`src/rtl/cache_pkg.sv`:
```
// Shared widths, FSM state encodings and address helpers for the cache miss-fill path.
package cache_pkg;

    localparam int unsigned ADDR_W   = 16;
    localparam int unsigned WORDS    = 8;
    localparam int unsigned OFFSET_W = 3;
    localparam int unsigned DATA_W   = 16;
    localparam int unsigned CNT_W    = OFFSET_W + 1;

    localparam logic [1:0] ST_IDLE = 2'd0;
    localparam logic [1:0] ST_FILL = 2'd1;
    localparam logic [1:0] ST_DONE = 2'd2;

    // Byte address of the first word of the 16-byte block containing addr.
    function automatic logic [ADDR_W-1:0] block_base_of(input logic [ADDR_W-1:0] addr);
        return addr & ~ADDR_W'((1 << CNT_W) - 1);
    endfunction

endpackage

```
`src/rtl/word_counter.sv`:
```
// Word counter for a block fill: synchronous clear, increment, saturates at WORDS.
module word_counter
    import cache_pkg::*;
(
    input  logic             clk,
    input  logic             rst_n,
    input  logic             clr,
    input  logic             inc,
    output logic [CNT_W-1:0] cnt
);

    logic [CNT_W-1:0] cnt_q;
    logic [CNT_W-1:0] cnt_d;

    always_comb begin
        cnt_d = cnt_q;
        if (clr) begin
            cnt_d = '0;
        end else if (inc && (cnt_q < CNT_W'(WORDS))) begin
            cnt_d = cnt_q + CNT_W'(1);
        end
    end

    always_ff @(posedge clk or negedge rst_n) begin
        if (!rst_n) begin
            cnt_q <= '0;
        end else begin
            cnt_q <= cnt_d;
        end
    end

    assign cnt = cnt_q;

endmodule

```
`src/rtl/cache_fill_fsm.sv`:
```
// Miss-handling controller: issues 8 pipelined word reads, steers returned words
// into the data array, then writes the tag and releases the pipeline stall.
module cache_fill_fsm
    import cache_pkg::*;
(
    input  logic                clk,
    input  logic                rst_n,
    input  logic                miss_detected,
    input  logic [ADDR_W-1:0]   miss_address,
    input  logic                mem_rdata_valid,
    input  logic [DATA_W-1:0]   mem_rdata,
    output logic                fsm_busy,
    output logic                mem_req,
    output logic [ADDR_W-1:0]   mem_address,
    output logic [OFFSET_W-1:0] fill_offset,
    output logic                data_write_en,
    output logic [DATA_W-1:0]   fill_data,
    output logic                tag_write_en,
    output logic [ADDR_W-1:0]   block_base
);

    logic [1:0]        state_q;
    logic [1:0]        state_d;
    logic [ADDR_W-1:0] block_base_q;
    logic [ADDR_W-1:0] block_base_d;
    logic [CNT_W-1:0]  req_cnt;
    logic [CNT_W-1:0]  rsp_cnt;
    logic              cnt_clr;
    logic              req_inc;
    logic              rsp_inc;
    logic              in_fill;

    assign in_fill = (state_q == ST_FILL);

    // Responses past the 8th cannot occur; the counter guard drops them anyway.
    assign cnt_clr = (state_q == ST_IDLE) && miss_detected;
    assign req_inc = in_fill && (req_cnt < CNT_W'(WORDS));
    assign rsp_inc = in_fill && mem_rdata_valid && (rsp_cnt < CNT_W'(WORDS));

    word_counter u_req_cnt (
        .clk   (clk),
        .rst_n (rst_n),
        .clr   (cnt_clr),
        .inc   (req_inc),
        .cnt   (req_cnt)
    );

    word_counter u_rsp_cnt (
        .clk   (clk),
        .rst_n (rst_n),
        .clr   (cnt_clr),
        .inc   (rsp_inc),
        .cnt   (rsp_cnt)
    );

    always_comb begin
        state_d      = state_q;
        block_base_d = block_base_q;
        case (state_q)
            ST_IDLE: begin
                if (miss_detected) begin
                    block_base_d = block_base_of(miss_address);
                    state_d      = ST_FILL;
                end
            end
            ST_FILL: begin
                if (rsp_inc && (rsp_cnt == CNT_W'(WORDS - 1))) begin
                    state_d = ST_DONE;
                end
            end
            ST_DONE: begin
                state_d = ST_IDLE;
            end
            default: begin
                state_d = ST_IDLE;
            end
        endcase
    end

    always_ff @(posedge clk or negedge rst_n) begin
        if (!rst_n) begin
            state_q      <= ST_IDLE;
            block_base_q <= '0;
        end else begin
            state_q      <= state_d;
            block_base_q <= block_base_d;
        end
    end

    // Response-side outputs are combinational so the word lands in the cycle it returns.
    assign fsm_busy      = (state_q == ST_FILL) || (state_q == ST_DONE);
    assign mem_req       = req_inc;
    assign mem_address   = block_base_q | (ADDR_W'(req_cnt[OFFSET_W-1:0]) << 1);
    assign fill_offset   = rsp_cnt[OFFSET_W-1:0];
    assign data_write_en = rsp_inc;
    assign fill_data     = mem_rdata;
    assign tag_write_en  = (state_q == ST_DONE);
    assign block_base    = block_base_q;

endmodule

```
`config.mk`:
```
export PLATFORM = sky130hd
export DESIGN_NAME = cache_fill_fsm
export DESIGN_NICKNAME = d
export VERILOG_FILES = /design/src/rtl/cache_pkg.sv /design/src/rtl/word_counter.sv /design/src/rtl/cache_fill_fsm.sv
export SDC_FILE = /design/constraint.sdc
export NUM_CORES = 1
export LEC_CHECK = 0
export CAP_MARGIN = 10
export CELL_PAD_IN_SITES_DETAIL_PLACEMENT = 1
export CELL_PAD_IN_SITES_GLOBAL_PLACEMENT = 1
export CORE_UTILIZATION = 26
export DETAILED_ROUTE_END_ITERATION = 10
export PLACE_DENSITY_LB_ADDON = 0.2
export SETUP_SLACK_MARGIN = 0.3
export SLEW_MARGIN = 20
export SYNTH_ARGS = -nofsm -noshare
export SYNTH_HDL_FRONTEND = slang
export SYNTH_SLANG_ARGS = --single-unit
```
`constraint.sdc`:
```
create_clock -name clk -period 1.6 [get_ports clk]
set_clock_uncertainty 0.1 [all_clocks]
set_input_delay 0.32 -clock clk [delete_from_list [all_inputs] [get_ports clk]]
set_output_delay 0.32 -clock clk [all_outputs]
set_load 0.01 [all_outputs]
```
== Word level (Yosys, flattened, before mapping) ==
Cells that the tools add are included.

* Order comparisons: 2
* Muxes and demuxes: 7
* Eq/ne operators: 5
* Bitwise logic cells: 1
* Reduce and logical (&&, ||, !) cells: 13
* Add/sub/neg operators: 2

{| class="wikitable"
|+ Operators by type and width
! operator !! number
|-
| 4-bit 2-to-1 mux || 4
|-
| 16-bit by 4-bit OR with 16-bit output || 1
|-
| 4-bit by 1-bit adder with 4-bit output, second input constant || 2
|-
| 4-bit less-than comparator, second input constant || 2
|-
| 1-bit logical AND || 7
|-
| 4-bit by 3-bit equality test with 1-bit output, second input constant || 1
|-
| 2-bit 2-to-1 mux || 2
|-
| 2-bit one-hot mux with 2 select lines || 1
|-
| 2-bit AND reduction || 2
|-
| 2-bit nonzero test || 2
|-
| 2-bit by 1-bit equality test with 1-bit output, second input constant || 1
|-
| 2-bit equality test, second input constant || 1
|-
| 2-bit zero test || 1
|-
| 2-bit by 1-bit != test with 1-bit output, second input constant || 1
|-
| 2-bit != test, second input constant || 1
|-
| 1-bit logical OR || 1
|}

* Register bits after elaboration: 22
* Output and inout port bits: 55
* Word-level logic and storage cells: 34

== Longest topological paths before layout ==
Gate-level depths: netlist of the first run.

* Word-level depth: 6
* Gate-level depth with buffers: 5
* Depth with buffers taken out: 5

== Modules after synthesis ==
From an unflattened synthesis of the first run, not the netlist that was laid out.

* Cells, all modules: 117
* Area total of the unflattened synthesis: 1,333.8 um2

{| class="wikitable"
|+ Modules (own cells, without submodules)
! module !! area an instance (um2) !! cells an instance !! sequential area each (um2) !! instances
|-
| cache_fill_fsm || 950.9 || 85 || 350.3 || 1
|-
| word_counter || 191.4 || 16 || 100.1 || 2
|}

== Worst setup path after synthesis of the first run ==
No wires, ideal clock.

* Kind: register to register
* Start point: register state_q[0]
* End point: register block_base_q[10] (netlist: block_base[10])
* Clock period less this slack: 1.450 ns
* Data arrival time: 1.225 ns
* Path buffers: 1
* Data required time: 1.375 ns
* Cell stages (with the launch flop): 6
* Path slack: 0.150 ns
* Cells stage by stage: dfrtp_1 -> inv_1 -> ha_1 -> and2_4 -> buf_6 -> mux2_4

* Word-level cells in the longest chain between the ends: 2

{| class="wikitable"
|+ Ends and longest elaborated chain
! item !! line !! RTL
|-
| from (decl) || cache_fill_fsm.sv:22 || <nowiki>logic [1:0] state_q;</nowiki>
|-
| from (signal assigned) || cache_fill_fsm.sv:85 || <nowiki>state_q <= state_d;</nowiki>
|-
| 2-bit zero test || cache_fill_fsm.sv:59 || <nowiki>case (state_q)</nowiki>
|-
| 2-bit AND reduction (no source line) || -- ||
|-
| to (signal assigned) || cache_fill_fsm.sv:86 || <nowiki>block_base_q <= block_base_d;</nowiki>
|-
| to (decl) || cache_fill_fsm.sv:24 || <nowiki>logic [ADDR_W-1:0] block_base_q;</nowiki>
|}

No other way between the ends.
A chain may end at the register's enable or synchronous reset.

== Final worst setup path of the first run ==
* Start point: register state_q[0]
* End point: output mem_req

* Word-level cells in the longest chain between the ends: 2

{| class="wikitable"
|+ Ends and longest elaborated chain
! item !! line !! RTL
|-
| 2-bit by 1-bit equality test with 1-bit output || cache_fill_fsm.sv:33 || <nowiki>assign in_fill = (state_q == ST_FILL);</nowiki>
|-
| 1-bit logical AND || cache_fill_fsm.sv:37 || <nowiki>assign req_inc = in_fill && (req_cnt < CNT_W'(WORDS));</nowiki>
|-
| to (decl) || cache_fill_fsm.sv:13 || <nowiki>output logic mem_req,</nowiki>
|}

No other way between the ends.

==> results.json, run 1 <==
{
  "status": "finished clean",
  "drive_above_1_share_pct": 67.5,
  "synthesis.area_mm2": 0.00135,
  "initial_utilization_pct": 27.8,
  "globalRouteOverflowTotal": 0,
  "finalHoldViolCount": 0,
  "drc": 0,
  "grt_pass1_wl_um": 5200,
  "die_w_um": 74.0,
  "design.core.area_mm2": 0.00485,
  "rsz_0062_raised_after_global_routing": "yes",
  "end_kind": "primary output",
  "critical_path.max_stage_delay_ps": 450,
  "synth-warning-count": 0,
  "clock_buffer_count_from_cts": 3,
  "fp.dieArea_mm2": 0.00547,
  "power_frac_comb_pct": 64.0,
  "power.internal_w": 0.00273,
  "cts_sinks": 22,
  "wl_per_cell_um": 14.6,
  "ys_top_cells_by_area": "sky130_fd_sc_hd__dfrtp_1 (41%), sky130_fd_sc_hd__buf_4 (22%), sky130_fd_sc_hd__mux2_4 (13%), sky130_fd_sc_hd__ha_1 (6.5%), sky130_fd_sc_hd__nor2_1 (2.2%)",
  "post_synth_inst_count": 113,
  "fraction_of_registers_with_async_set_reset_pct": 100,
  "layoutNonFillerInstCount": 230,
  "vias": 928,
  "number_of_antenna_diodes": 0,
  "detail_route.iter0.violations": 23,
  "cts_hold_buf": 0,
  "seq_power_share_pct": 23.5,
  "synth_edf_count": 0,
  "max_cap_violations": 0,
  "route.detailed.vias_per_inst": 4.03,
  "share_of_synthesized_area_occupied_by_flip_flops_and_latches_pct": 40.9,
  "layout_worst_path_cycle_share_pct": 99.7,
  "area_delta_synth_final_pct": 51.3,
  "fill_cells": 523,
  "synth_flop_cell": "sky130_fd_sc_hd__dfrtp_1",
  "cpMaxStageDelayCell": "sky130_fd_sc_hd__dfrtp_2",
  "fin_nets": 207,
  "clk_latency_ps": 260,
  "p_sw_w": 0.00146,
  "leakagePower_nw": 0.983,
  "crit_path_start": "state_q[0]$_DFFE_PN0P_",
  "setup.worst_path.start_class": "register",
  "worst_reg2reg_path_startpoint": "state_q[0]$_DFFE_PN0P_",
  "multi_input_area_um2": 652,
  "regArea_um2": 552,
  "ioPinCount": 91,
  "globalplace.congestion": 0.714,
  "grt_start_max_net_pins": 23,
  "worstPathRequired_ps": 1180,
  "drt-total-wl_um": 3350,
  "p_sw_share_pct": 34.9,
  "total_routing_resource_utilization_after_global_routing_pct": 12.8,
  "powerDensity_mw_per_mm2": 2060,
  "netlist_top_cells_count": "sky130_fd_sc_hd__buf_4 (39), sky130_fd_sc_hd__dfrtp_1 (22), sky130_fd_sc_hd__mux2_4 (12)",
  "topRoutingLayerUsed": "met4",
  "ir_drop_mv": 0.828,
  "post-synth-top-area-fraction_pct": 40.9,
  "clock_tree_from_tritoncts": "built",
  "grt_pass1_vias": 1024,
  "synth.ff_latch_count": 22,
  "syn_area_per_cell_um2": 11.9,
  "cts_buffer_depth": 2,
  "hpwl_um": 2170,
  "drt_pre_antenna_iters": 2,
  "met3RoutedLength_um": 155,
  "fp.dieH_um": 74.0,
  "placedInstanceArea_mm2": 0.00173,
  "synth.distinct_cells": 22,
  "yosysTopAreaCell": "sky130_fd_sc_hd__dfrtp_1",
  "critical_path_arrival_ps": 1170,
  "min_period_ps": 1590,
  "route.antenna.remaining_nets": 0,
  "finalInstanceArea_mm2": 0.00204,
  "max_clock_freq_ghz": 0.627,
  "grt_antenna_before_repair": 0,
  "setup_violations": 0,
  "worst-setup-path-type": "reg2out",
  "port-buffer-count": 49,
  "cts_root_buf": "sky130_fd_sc_hd__clkbuf_8",
  "cell_with_the_most_instances_after_synthesis": "sky130_fd_sc_hd__buf_4",
  "wire_length_the_detailed_router_placed_on_met1_um": 1280,
  "place_inst": 204,
  "timing.critical_path.cells": "ha_4 -> and2b_4 -> buf_6",
  "clkTransAtPathRegs_ps": 90,
  "rows": 25,
  "detailroute.wirelength.met2_um": 1880,
  "worst_hold_path_type": "in2async",
  "drv_slew": 0,
  "ctsHtreeMaxLevel": 1,
  "cp_max_fo": 3,
  "clock_power_share_pct": 12.5
}
worst max-delay path: cells and delay by family (launching register included):
kind / cells / cell delay [ps]
AND/OR/NAND/NOR: 1 / 160
buffers and inverters: 1 / 110
flip-flops: 1 / 450
adder cells (fa/ha/maj): 1 / 190
timing repair:
| item | CTS | global route |
|---|---|---|
| resized for setup | 169 | 17 |
| pin swaps | 10 | 8 |
| setup endpoints to repair | 56 | 31 |
| setup buffers | 18 | 3 |
| gates cloned | 1 | 0 |
final timing paths:
kind	to	slack, ps	depth (start not counted)
min reg2reg	block_base[10]$_DFFE_PN0P_	440	1
min in group clk	block_base[10]$_DFFE_PN0P_	440	1
max	mem_req	5	3
max in group asynchronous	state_q[0]$_DFFE_PN0P_	820	2
min	u_req_cnt.cnt[1]$_DFFE_PN0P_	320	2
max reg2reg	state_q[1]$_DFFE_PN0P_	40	5
cell families after synthesis:
| group | synth area share, % |
|---|---|
| adder cells (fa/ha/maj) | 6.50 |
| AO/OA/AOI/OAI | 1.76 |
| AND/OR/NAND/NOR | 7.24 |
| flip-flops | 40.9 |
| buffers and inverters | 24.2 |
| multiplexers | 16.5 |
| other | 0.278 |
| XOR/XNOR | 2.60 |
through the flow:
step	setup WS (ps)	TNS, ps	power [W]	hold slack (ps)	util, %
final	5.33	0	0.00420	324	42.0
after global routing	-36.7	-84.6	0.00449	335	42.0
after CTS	-1.39	-2.37	0.00398	328	39.7
after detailed placement	-320	-2580	0.00312	416	35.7
after global placement	-300	-1880	0.00305	411	35.7
after floorplan	192	0	0.00231	-75.6	-
cell type report:
| cell class | count | share of cell area [%] |
|---|---|---|
| flip-flops and latches | 22 | 27.1 |
| well taps | 67 | 4.11 |
| inverters | 3 | 0.552 |
| multi-input cells | 52 | 32.0 |
| repair buffers | 82 | 32.8 |
| clock inverters | 1 | 1.47 |
| clock buffers | 3 | 2.03 |
flip-flops by register name, indices dropped and copies added (netlist names):
name / cells
state_q: 2
u_rsp_cnt.cnt: 4
u_req_cnt.cnt: 4
block_base: 12
placed cells by master (no fill, tap or decap), types with 2 or more instances in the layout:
cell / count
sky130_fd_sc_hd__and2_4: 2
sky130_fd_sc_hd__buf_2: 27
sky130_fd_sc_hd__buf_4: 21
sky130_fd_sc_hd__buf_6: 18
sky130_fd_sc_hd__clkbuf_8: 3
sky130_fd_sc_hd__clkdlybuf4s50_1: 14
sky130_fd_sc_hd__conb_1: 5
sky130_fd_sc_hd__dfrtp_1: 21
sky130_fd_sc_hd__ha_1: 4
sky130_fd_sc_hd__ha_4: 3
sky130_fd_sc_hd__inv_2: 2
sky130_fd_sc_hd__mux2_4: 14
sky130_fd_sc_hd__mux2i_4: 2
sky130_fd_sc_hd__nand4b_1: 2
sky130_fd_sc_hd__nor2_1: 2
sky130_fd_sc_hd__nor2_2: 2
sky130_fd_sc_hd__nor2_4: 4
sky130_fd_sc_hd__xor2_1: 2
layer usage:
metal	vias up	global-route usage [%]
met3	6	2.57
li1	421	-
met1	462	15.3
met2	39	22.9
met4	0	3.85
met5	-	0
power by group through the flow:
stage,sequential (W),clock [W],combinational (W)
floorplan,0.00106,0,0.00125
global placement,0.00101,0,0.00203
detailed placement,0.00104,0,0.00208
CTS,0.000977,0.000548,0.00245
global route,0.00102,0.000574,0.00290
finish,0.000984,0.000525,0.00269
Note: power is estimated with default switching activity, not from simulation.
==> run 2, diff against run 1 <==
--- a/config.mk
+++ b/config.mk
@@ -5,6 +5,8 @@
 export SDC_FILE = /design/constraint.sdc
 export NUM_CORES = 1
 export LEC_CHECK = 0
+export ABC_AREA = 0
+export ABC_CLOCK_PERIOD_IN_PS = 1600
 export CAP_MARGIN = 10
 export CELL_PAD_IN_SITES_DETAIL_PLACEMENT = 1
 export CELL_PAD_IN_SITES_GLOBAL_PLACEMENT = 1
==> results of run 2 <==
The final DEF is identical to that of run 1; final timing and power are the same.
